`src/rtl/cam_fb_pkg.sv`:
```
// Shared encodings for the camera-to-framebuffer write bridge: capture modes,
// write-FSM state codes and the FIFO entry width helper.
package cam_fb_pkg;

    localparam logic [1:0] MODE_FULL = 2'd0;
    localparam logic [1:0] MODE_CROP = 2'd1;
    localparam logic [1:0] MODE_DEC2 = 2'd2;
    localparam logic [1:0] MODE_OFF  = 2'd3;

    localparam logic [1:0] ST_IDLE = 2'd0;
    localparam logic [1:0] ST_LOAD = 2'd1;
    localparam logic [1:0] ST_CALL = 2'd2;

    function automatic int entry_w(input int addr_w, input int pix_w);
        return addr_w + pix_w;
    endfunction

endpackage

```
`src/rtl/cam_fb_writer_if.sv`:
```
// Pixel stream from the capture block and the call/done write port of the
// graphic module.
interface cam_fb_pix_if #(
    parameter int X_W   = 10,
    parameter int Y_W   = 10,
    parameter int PIX_W = 16
);
    logic             valid;
    logic [X_W-1:0]   x;
    logic [Y_W-1:0]   y;
    logic [PIX_W-1:0] data;

    modport master (output valid, x, y, data);
    modport slave  (input  valid, x, y, data);
endinterface

interface cam_fb_mem_if #(
    parameter int ADDR_W = 24,
    parameter int PIX_W  = 16
);
    logic              call;
    logic              done;
    logic [ADDR_W-1:0] addr;
    logic [PIX_W-1:0]  data;

    modport master (output call, addr, data, input  done);
    modport slave  (input  call, addr, data, output done);
endinterface

```
`src/rtl/cam_fb_fifo.sv`:
```
// Synchronous FIFO with wrap-bit pointers and registered read data.
// A write while full is accepted only when a read happens on the same edge.
module cam_fb_fifo #(
    parameter int W     = 40,
    parameter int DEPTH = 16
) (
    input  logic         clk,
    input  logic         rst,
    input  logic         wr_en,
    input  logic [W-1:0] wr_data,
    input  logic         rd_en,
    output logic [W-1:0] rd_data,
    output logic         full,
    output logic         empty
);
    localparam int AW = $clog2(DEPTH);

    logic [W-1:0] ram [DEPTH];
    logic [AW:0]  wr_ptr;
    logic [AW:0]  rd_ptr;
    logic         do_wr;
    logic         do_rd;

    assign empty = (wr_ptr == rd_ptr);
    assign full  = (wr_ptr[AW] != rd_ptr[AW]) && (wr_ptr[AW-1:0] == rd_ptr[AW-1:0]);
    assign do_rd = rd_en && !empty;
    assign do_wr = wr_en && (!full || do_rd);

    always_ff @(posedge clk) begin
        if (do_wr)
            ram[wr_ptr[AW-1:0]] <= wr_data;
    end

    always_ff @(posedge clk) begin
        if (rst) begin
            wr_ptr  <= '0;
            rd_ptr  <= '0;
            rd_data <= '0;
        end else begin
            if (do_wr)
                wr_ptr <= wr_ptr + 1'b1;
            if (do_rd) begin
                rd_ptr  <= rd_ptr + 1'b1;
                rd_data <= ram[rd_ptr[AW-1:0]];
            end
        end
    end

endmodule

```
`src/rtl/cam_fb_writer.sv`:
```
// Camera-to-framebuffer write bridge: crop/decimate filter, FIFO and the
// call/done write sequencer toward the graphic module.
//
//   state   | meaning
//   IDLE    | waiting for a queued pixel; pops the FIFO head when one exists
//   LOAD    | FIFO read data is valid; latch it onto mem addr/data
//   CALL    | write request held high until mem done
module cam_fb_writer
    import cam_fb_pkg::*;
#(
    parameter int X_W      = 10,
    parameter int Y_W      = 10,
    parameter int PIX_W    = 16,
    parameter int COL_BITS = 9,
    parameter int ADDR_W   = 24,
    parameter int DEPTH    = 16
) (
    input  logic            clk,
    input  logic            rst,
    cam_fb_pix_if.slave     pix,
    cam_fb_mem_if.master    mem,
    input  logic [1:0]      mode,
    input  logic [X_W-1:0]  win_x0,
    input  logic [Y_W-1:0]  win_y0,
    input  logic [X_W-1:0]  win_w,
    input  logic [Y_W-1:0]  win_h,
    output logic [15:0]     drop_cnt,
    output logic            busy
);
    localparam int EW = entry_w(ADDR_W, PIX_W);
    localparam logic [ADDR_W-1:0] COL_MASK = ADDR_W'((64'd1 << COL_BITS) - 64'd1);

    logic [X_W:0]        x_lo, x_hi;
    logic [Y_W:0]        y_lo, y_hi;
    logic [X_W-1:0]      x0, rx, rx_s;
    logic [Y_W-1:0]      y0, ry, ry_s;
    logic                crop_mode, dec_mode, in_win, pass;
    logic [ADDR_W-1:0]   addr_c;

    logic                f_valid;
    logic [EW-1:0]       f_entry;

    logic [EW-1:0]       fifo_rd_data;
    logic                fifo_full, fifo_empty;
    logic                pop;
    logic [1:0]          state;

    // Window bounds are compared one bit wider so x0+w never wraps.
    always_comb begin
        crop_mode = (mode == MODE_CROP) || (mode == MODE_DEC2);
        dec_mode  = (mode == MODE_DEC2);
        x_lo      = {1'b0, win_x0};
        x_hi      = x_lo + {1'b0, win_w};
        y_lo      = {1'b0, win_y0};
        y_hi      = y_lo + {1'b0, win_h};
        in_win    = ({1'b0, pix.x} >= x_lo) && ({1'b0, pix.x} < x_hi) &&
                    ({1'b0, pix.y} >= y_lo) && ({1'b0, pix.y} < y_hi);
        x0        = crop_mode ? win_x0 : '0;
        y0        = crop_mode ? win_y0 : '0;
        rx        = pix.x - x0;
        ry        = pix.y - y0;
        rx_s      = dec_mode ? (rx >> 1) : rx;
        ry_s      = dec_mode ? (ry >> 1) : ry;
        addr_c    = (ADDR_W'(ry_s) << COL_BITS) | (ADDR_W'(rx_s) & COL_MASK);
        case (mode)
            MODE_FULL: pass = 1'b1;
            MODE_CROP: pass = in_win;
            MODE_DEC2: pass = in_win && !rx[0] && !ry[0];
            default:   pass = 1'b0;
        endcase
    end

    always_ff @(posedge clk) begin
        if (rst) begin
            f_valid <= 1'b0;
            f_entry <= '0;
        end else begin
            f_valid <= pix.valid && pass;
            if (pix.valid && pass)
                f_entry <= {addr_c, pix.data};
        end
    end

    assign pop = (state == ST_IDLE) && !fifo_empty;

    cam_fb_fifo #(.W(EW), .DEPTH(DEPTH)) u_fifo (
        .clk     (clk),
        .rst     (rst),
        .wr_en   (f_valid),
        .wr_data (f_entry),
        .rd_en   (pop),
        .rd_data (fifo_rd_data),
        .full    (fifo_full),
        .empty   (fifo_empty)
    );

    // A pop on the same edge frees a slot, so only an unmatched full push drops.
    always_ff @(posedge clk) begin
        if (rst)
            drop_cnt <= '0;
        else if (f_valid && fifo_full && !pop && (drop_cnt != 16'hFFFF))
            drop_cnt <= drop_cnt + 16'd1;
    end

    always_ff @(posedge clk) begin
        if (rst) begin
            state    <= ST_IDLE;
            mem.call <= 1'b0;
            mem.addr <= '0;
            mem.data <= '0;
        end else begin
            case (state)
                ST_IDLE: begin
                    if (!fifo_empty)
                        state <= ST_LOAD;
                end
                ST_LOAD: begin
                    mem.addr <= fifo_rd_data[EW-1 -: ADDR_W];
                    mem.data <= fifo_rd_data[PIX_W-1:0];
                    mem.call <= 1'b1;
                    state    <= ST_CALL;
                end
                ST_CALL: begin
                    if (mem.done) begin
                        mem.call <= 1'b0;
                        state    <= ST_IDLE;
                    end
                end
                default: begin
                    mem.call <= 1'b0;
                    state    <= ST_IDLE;
                end
            endcase
        end
    end

    assign busy = !fifo_empty || (state != ST_IDLE);

endmodule
```
`src/flat_wrapper.sv`:
```
// flat-port wrapper written by rule: the top's interface ports become plain ports
module cam_fb_writer_flat import cam_fb_pkg::*;
#(
    parameter int X_W      = 10,
    parameter int Y_W      = 10,
    parameter int PIX_W    = 16,
    parameter int COL_BITS = 9,
    parameter int ADDR_W   = 24,
    parameter int DEPTH    = 16
)
  (clk, rst, mode, win_x0, win_y0, win_w, win_h, drop_cnt, busy, pix_valid, pix_x, pix_y, pix_data, mem_call, mem_addr, mem_data, mem_done);
  cam_fb_pix_if #(.X_W(X_W), .Y_W(Y_W), .PIX_W(PIX_W)) pix_i ();
  cam_fb_mem_if #(.ADDR_W(ADDR_W), .PIX_W(PIX_W)) mem_i ();
  input  logic clk;
  input  logic rst;
  input  logic [1:0] mode;
  input  logic [X_W-1:0] win_x0;
  input  logic [Y_W-1:0] win_y0;
  input  logic [X_W-1:0] win_w;
  input  logic [Y_W-1:0] win_h;
  output logic [15:0] drop_cnt;
  output logic busy;
  input wire logic [$bits(pix_i.valid)-1:0] pix_valid;
  input wire logic [$bits(pix_i.x)-1:0] pix_x;
  input wire logic [$bits(pix_i.y)-1:0] pix_y;
  input wire logic [$bits(pix_i.data)-1:0] pix_data;
  output wire logic [$bits(mem_i.call)-1:0] mem_call;
  output wire logic [$bits(mem_i.addr)-1:0] mem_addr;
  output wire logic [$bits(mem_i.data)-1:0] mem_data;
  input wire logic [$bits(mem_i.done)-1:0] mem_done;
  assign pix_i.valid = pix_valid;
  assign pix_i.x = pix_x;
  assign pix_i.y = pix_y;
  assign pix_i.data = pix_data;
  assign mem_call = mem_i.call;
  assign mem_addr = mem_i.addr;
  assign mem_data = mem_i.data;
  assign mem_i.done = mem_done;
  cam_fb_writer #(.X_W(X_W), .Y_W(Y_W), .PIX_W(PIX_W), .COL_BITS(COL_BITS), .ADDR_W(ADDR_W), .DEPTH(DEPTH)) u_core (.clk(clk), .rst(rst), .pix(pix_i), .mem(mem_i), .mode(mode), .win_x0(win_x0), .win_y0(win_y0), .win_w(win_w), .win_h(win_h), .drop_cnt(drop_cnt), .busy(busy));
endmodule
```
`config.mk`:
```
export PLATFORM = sky130hd
export DESIGN_NAME = cam_fb_writer_flat
export DESIGN_NICKNAME = d
export VERILOG_FILES = /design/src/rtl/cam_fb_pkg.sv /design/src/rtl/cam_fb_writer_if.sv /design/src/rtl/cam_fb_fifo.sv /design/src/rtl/cam_fb_writer.sv /design/src/flat_wrapper.sv
export SDC_FILE = /design/constraint.sdc
export NUM_CORES = 1
export LEC_CHECK = 0
export CAP_MARGIN = 0
export CORE_MARGIN = 2
export CORE_UTILIZATION = 61
export DETAILED_ROUTE_END_ITERATION = 10
export PLACE_DENSITY = 0.83
export SLEW_MARGIN = 10
export SYNTH_ARGS = -nofsm -noshare
export SYNTH_HDL_FRONTEND = slang
export SYNTH_HIERARCHICAL = 1
export SYNTH_SLANG_ARGS = --single-unit
```
`constraint.sdc`:
```
create_clock -name clk -period 6.5 [get_ports clk]
set_input_delay 0.65 -clock clk [delete_from_list [all_inputs] [get_ports clk]]
set_output_delay 0.65 -clock clk [all_outputs]
set_load 0.01 [all_outputs]
```
==> run metrics <==
clk_lat worst skew 0.62 ns; via/cell ratio 6.397; Peak supply drop 0.2096 mV; Crit path top cell by count a21oi_1; drt first pass iters 6; H-tree levels 3; total power 10.10 mW; critical path cell sequence clkdlybuf4s50_1 > ha_1 > a21o_1 > a21oi_1 > o21bai_1 > a21oi_1 > o21ai_0 > mux2i_1 > a2111oi_0 > ha_1 > nand2_1 > nor3_1 > nand3_1 > a21oi_1 > o41a_2 > buf_4 > mux2i_1; largest family of logic cells by synthesized area multiplexers; core area 53,600 µm²; clk root buf clkbuf_16; Compound-Gate Fraction of Synth Area 6.141%; Final Critical Period 4.901 ns; CP required 7.02 ns; Hold Fails Final Rpt 0; Setup Buffers After CTS 0; TNS Setup 0 ns; hold_buf cts 0; Yosys cell types 63; largest net degree at the start of global routing about 180; Power Density 269.0 nW/µm²; mapped cell area 32,920 µm²; Synth Area in Simple Gates 7.327%; Final HPWL DP 39,330 µm; XOR/XNOR Fraction of Synth Area 1.197%; top routing layer used met4; Slew @ Worst Pin between 1 and 1.5 ns; Vert. Die Dim 236.3 µm; Startpoint Class primary input; YS warnings 6; WL final 74,960 µm; I/O Pins 140; Crit Path Max Fanout 28; Tcrit/Tclk final 75.40%; Avg Inst Size Synth 15.36 µm²; PortBufs roughly 140; first-iteration detailed-routing DRC count ~2,100; vias in the first global route approximately 20,000; starting density of the core 61.42%; Residual DRC 0; antenna violations before repair 0; Slew headroom between 20% and 30%; clk_skew 0.02203 ns; CP Data Arrival Time 5.42 ns; Async SR Flop Fraction 0%; wire per inst 24.23 µm; area occupied by multi-input gates between 10,000 and 15,000 µm²; Final Core Density 70.03%; GPL Wtd Cong 0.8734; die extent in x 236.3 µm; clock-pin transition on the worst setup and hold timing paths 0.07 ns; Yosys reg bits 785; outcome complete, no violations; sequential element share of the synthesized area 67.19%; Layout fillers ~3,300; synthesized-area fraction occupied by adder cells 3.511%; area grow syn2layout 14.02%; die area 55,850 µm²; number of flops mapped to enable cells by yosys 640; Post-CTS Resized 0; mux contribution to synthesized area 12.46%; Max Freq 204.0 MHz; Antenna Nets Post-Route 0; Global Route Usage Sum around 27%; M1 WL approximately 28,000 µm; predominant post-synthesis flop cell edfxtp_1; CTS tree done; Std-Cell Rows 85; Max stage delay on crit path a little over 0.9 ns; Lkg Pwr 12.74 nW; slowest CP cell o41a_2; WL met3 6847 µm; fin nets 2,510; first-pass GRT wire length 114,900 µm; Longest Clk Path Bufs 3; placed inst area 35,210 µm²; Num CTS Buffers 72; met2 WL 38,020 µm; Final Instance Area 37,540 µm²; Mapped Cells 2,144; clk sinks about 790; HP Class flip-flop to flip-flop; ratio of cells with drive above 1 in the final layout 15.68%; Final Max Tran Viols 0; register area 22,130 µm²; critical path type primary input to flip-flop; RSZ-0062 raised after global routing no; # diodes 0; detailed-route via count 19,790; final setup fails 0; gr ovfl total 0; Worst setup EP type flip-flop; maxcap violations 0
-- path summary, 6_finish.rpt --
check	cells past startpoint	endpoint	startpoint	slack, ns
setup / recovery	17	u_core/f_entry[4]$_SDFFE_PP0P_	win_y0[1]	1.60
hold / removal	2	u_core/mem.addr[22]$_SDFFE_PP0P_	u_core/u_fifo/rd_data[38]$_SDFFE_PP0P_	0.45
setup reg to reg	7	u_core/u_fifo/ram[2][13]$_DFFE_PP_	u_core/u_fifo/rd_ptr[2]$_SDFFE_PP0P_	1.92
hold reg to reg	2	u_core/mem.addr[22]$_SDFFE_PP0P_	u_core/u_fifo/rd_data[38]$_SDFFE_PP0P_	0.45
-- cells by family after synthesis --
logic type	Yosys count
compound gates	306
fa+ha+maj	90
mux	246
other cells	1
buf+inv	160
xor+xnor	45
flops	785
simple gates	511
-- area by class of cell --
class / count / area share [%]
inverter: 39 / 0.3900
clock buffer: 102 / 5.396
clock inverter: 32 / 0.8066
tap: 696 / 2.320
multi-input combinational: 1278 / 27.90
timing repair buffer: 162 / 4.226
sequential: 785 / 58.96
-- through the flow --
| step | hold slack [ns] | std cells | worst slack (ns) |
|---|---|---|---|
| CTS | 0.4505 | 3094 | 1.661 |
| floorplan | 0.4323 | 2223 | 1.420 |
| global route | 0.4664 | 3094 | 1.300 |
| detailed placement | 0.4452 | 2960 | 1.027 |
| finish | 0.4478 | 3094 | 1.599 |
| global placement | 0.4379 | 2960 | 1.319 |
-- sequential cells by signal, summed over array words and instances (netlist names) --
| register | count |
|---|---|
| u_core/u_fifo/wr_ptr | 5 |
| u_core/f_entry | 35 |
| u_core/f_valid | 1 |
| u_core/state | 2 |
| u_core/mem.data | 16 |
| u_core/mem.addr | 24 |
| u_core/u_fifo/rd_ptr | 5 |
| u_core/drop_cnt | 16 |
| u_core/u_fifo/ram | 640 |
| u_core/mem.call | 1 |
| u_core/u_fifo/rd_data | 40 |
-- layout by cell type (no fill, tap or decap), types with 5 or more instances in the layout --
master | netlist | routed
o21ai_0 | 26 | 26
clkbuf_8 | 0 | 9
or3_1 | 7 | 7
clkdlybuf4s50_1 | 0 | 138
clkinv_2 | 0 | 12
and2_1 | 8 | 8
mux2_2 | 87 | 87
nor3_1 | 100 | 99
nor2_1 | 100 | 100
and3_2 | 0 | 7
conb_1 | 1 | 80
a21oi_1 | 81 | 81
a211oi_1 | 88 | 88
edfxtp_1 | 640 | 640
mux4_2 | 120 | 120
mux2i_1 | 33 | 33
a2111oi_0 | 5 | 5
nand4_1 | 7 | 7
o21a_1 | 17 | 16
and3_4 | 0 | 5
o22ai_1 | 42 | 42
clkbuf_16 | 0 | 73
dfxtp_1 | 145 | 141
inv_1 | 39 | 38
clkbuf_1 | 74 | 20
ha_1 | 86 | 86
xnor2_1 | 19 | 19
clkinv_1 | 0 | 8
nand3_1 | 16 | 16
nor2b_1 | 69 | 67
mux2_4 | 6 | 6
buf_4 | 0 | 22
o31ai_1 | 5 | 5
xor2_1 | 26 | 26
a21o_1 | 11 | 11
nand2_1 | 166 | 166
nand2b_1 | 8 | 6
-- power breakdown --
group / switching, mW / leakage [nW] / internal, mW / total, mW
Clock: 1.80 / 1.15 / 2.35 / 4.15
Sequential: 0.0453 / 7.06 / 5.43 / 5.48
Combinational: 0.260 / 4.53 / 0.209 / 0.469
Total: 2.10 / 12.7 / 7.99 / 10.1
-- layer usage --
layer	up-vias	track usage, %
li1	8596	-
met5	-	0
met4	0	8.477
met1	9948	35.17
met3	162	4.564
met2	1086	46.79
-- critical path: cells and delay by family --
kind            cells  cell delay [ns]
compound gates      8             2.51
buf+inv             2             0.92
fa+ha+maj           2             0.50
simple gates        3             0.42
mux                 2             0.40
-- synthesized netlist by cell type (all sizes together), types with 4 or more instances --
library cell | count | area (µm²)
o22ai | 42 | 262.8
nor3 | 100 | 500.5
nor2b | 69 | 431.7
xor2 | 26 | 227.7
a21o | 11 | 82.58
nor2 | 100 | 375.4
dfxtp | 145 | 2903
a2111oi | 5 | 43.79
and2 | 8 | 50.05
a21oi | 81 | 405.4
a211oi | 88 | 660.6
inv | 39 | 146.4
clkbuf | 74 | 277.8
o21ai | 27 | 138.9
or3 | 7 | 43.79
nand3 | 16 | 80.08
ha | 86 | 1076
mux2i | 33 | 330.3
buf | 47 | 287.8
nand2b | 8 | 50.05
mux4 | 120 | 2703
o21a | 17 | 127.6
o31ai | 5 | 37.54
nand2 | 166 | 623.1
edfxtp | 640 | 19220
xnor2 | 19 | 166.4
fa | 4 | 80.08
nand4 | 8 | 56.30
and3 | 13 | 81.33
mux2 | 93 | 1070
Note: power is estimated with default switching activity, not from simulation.
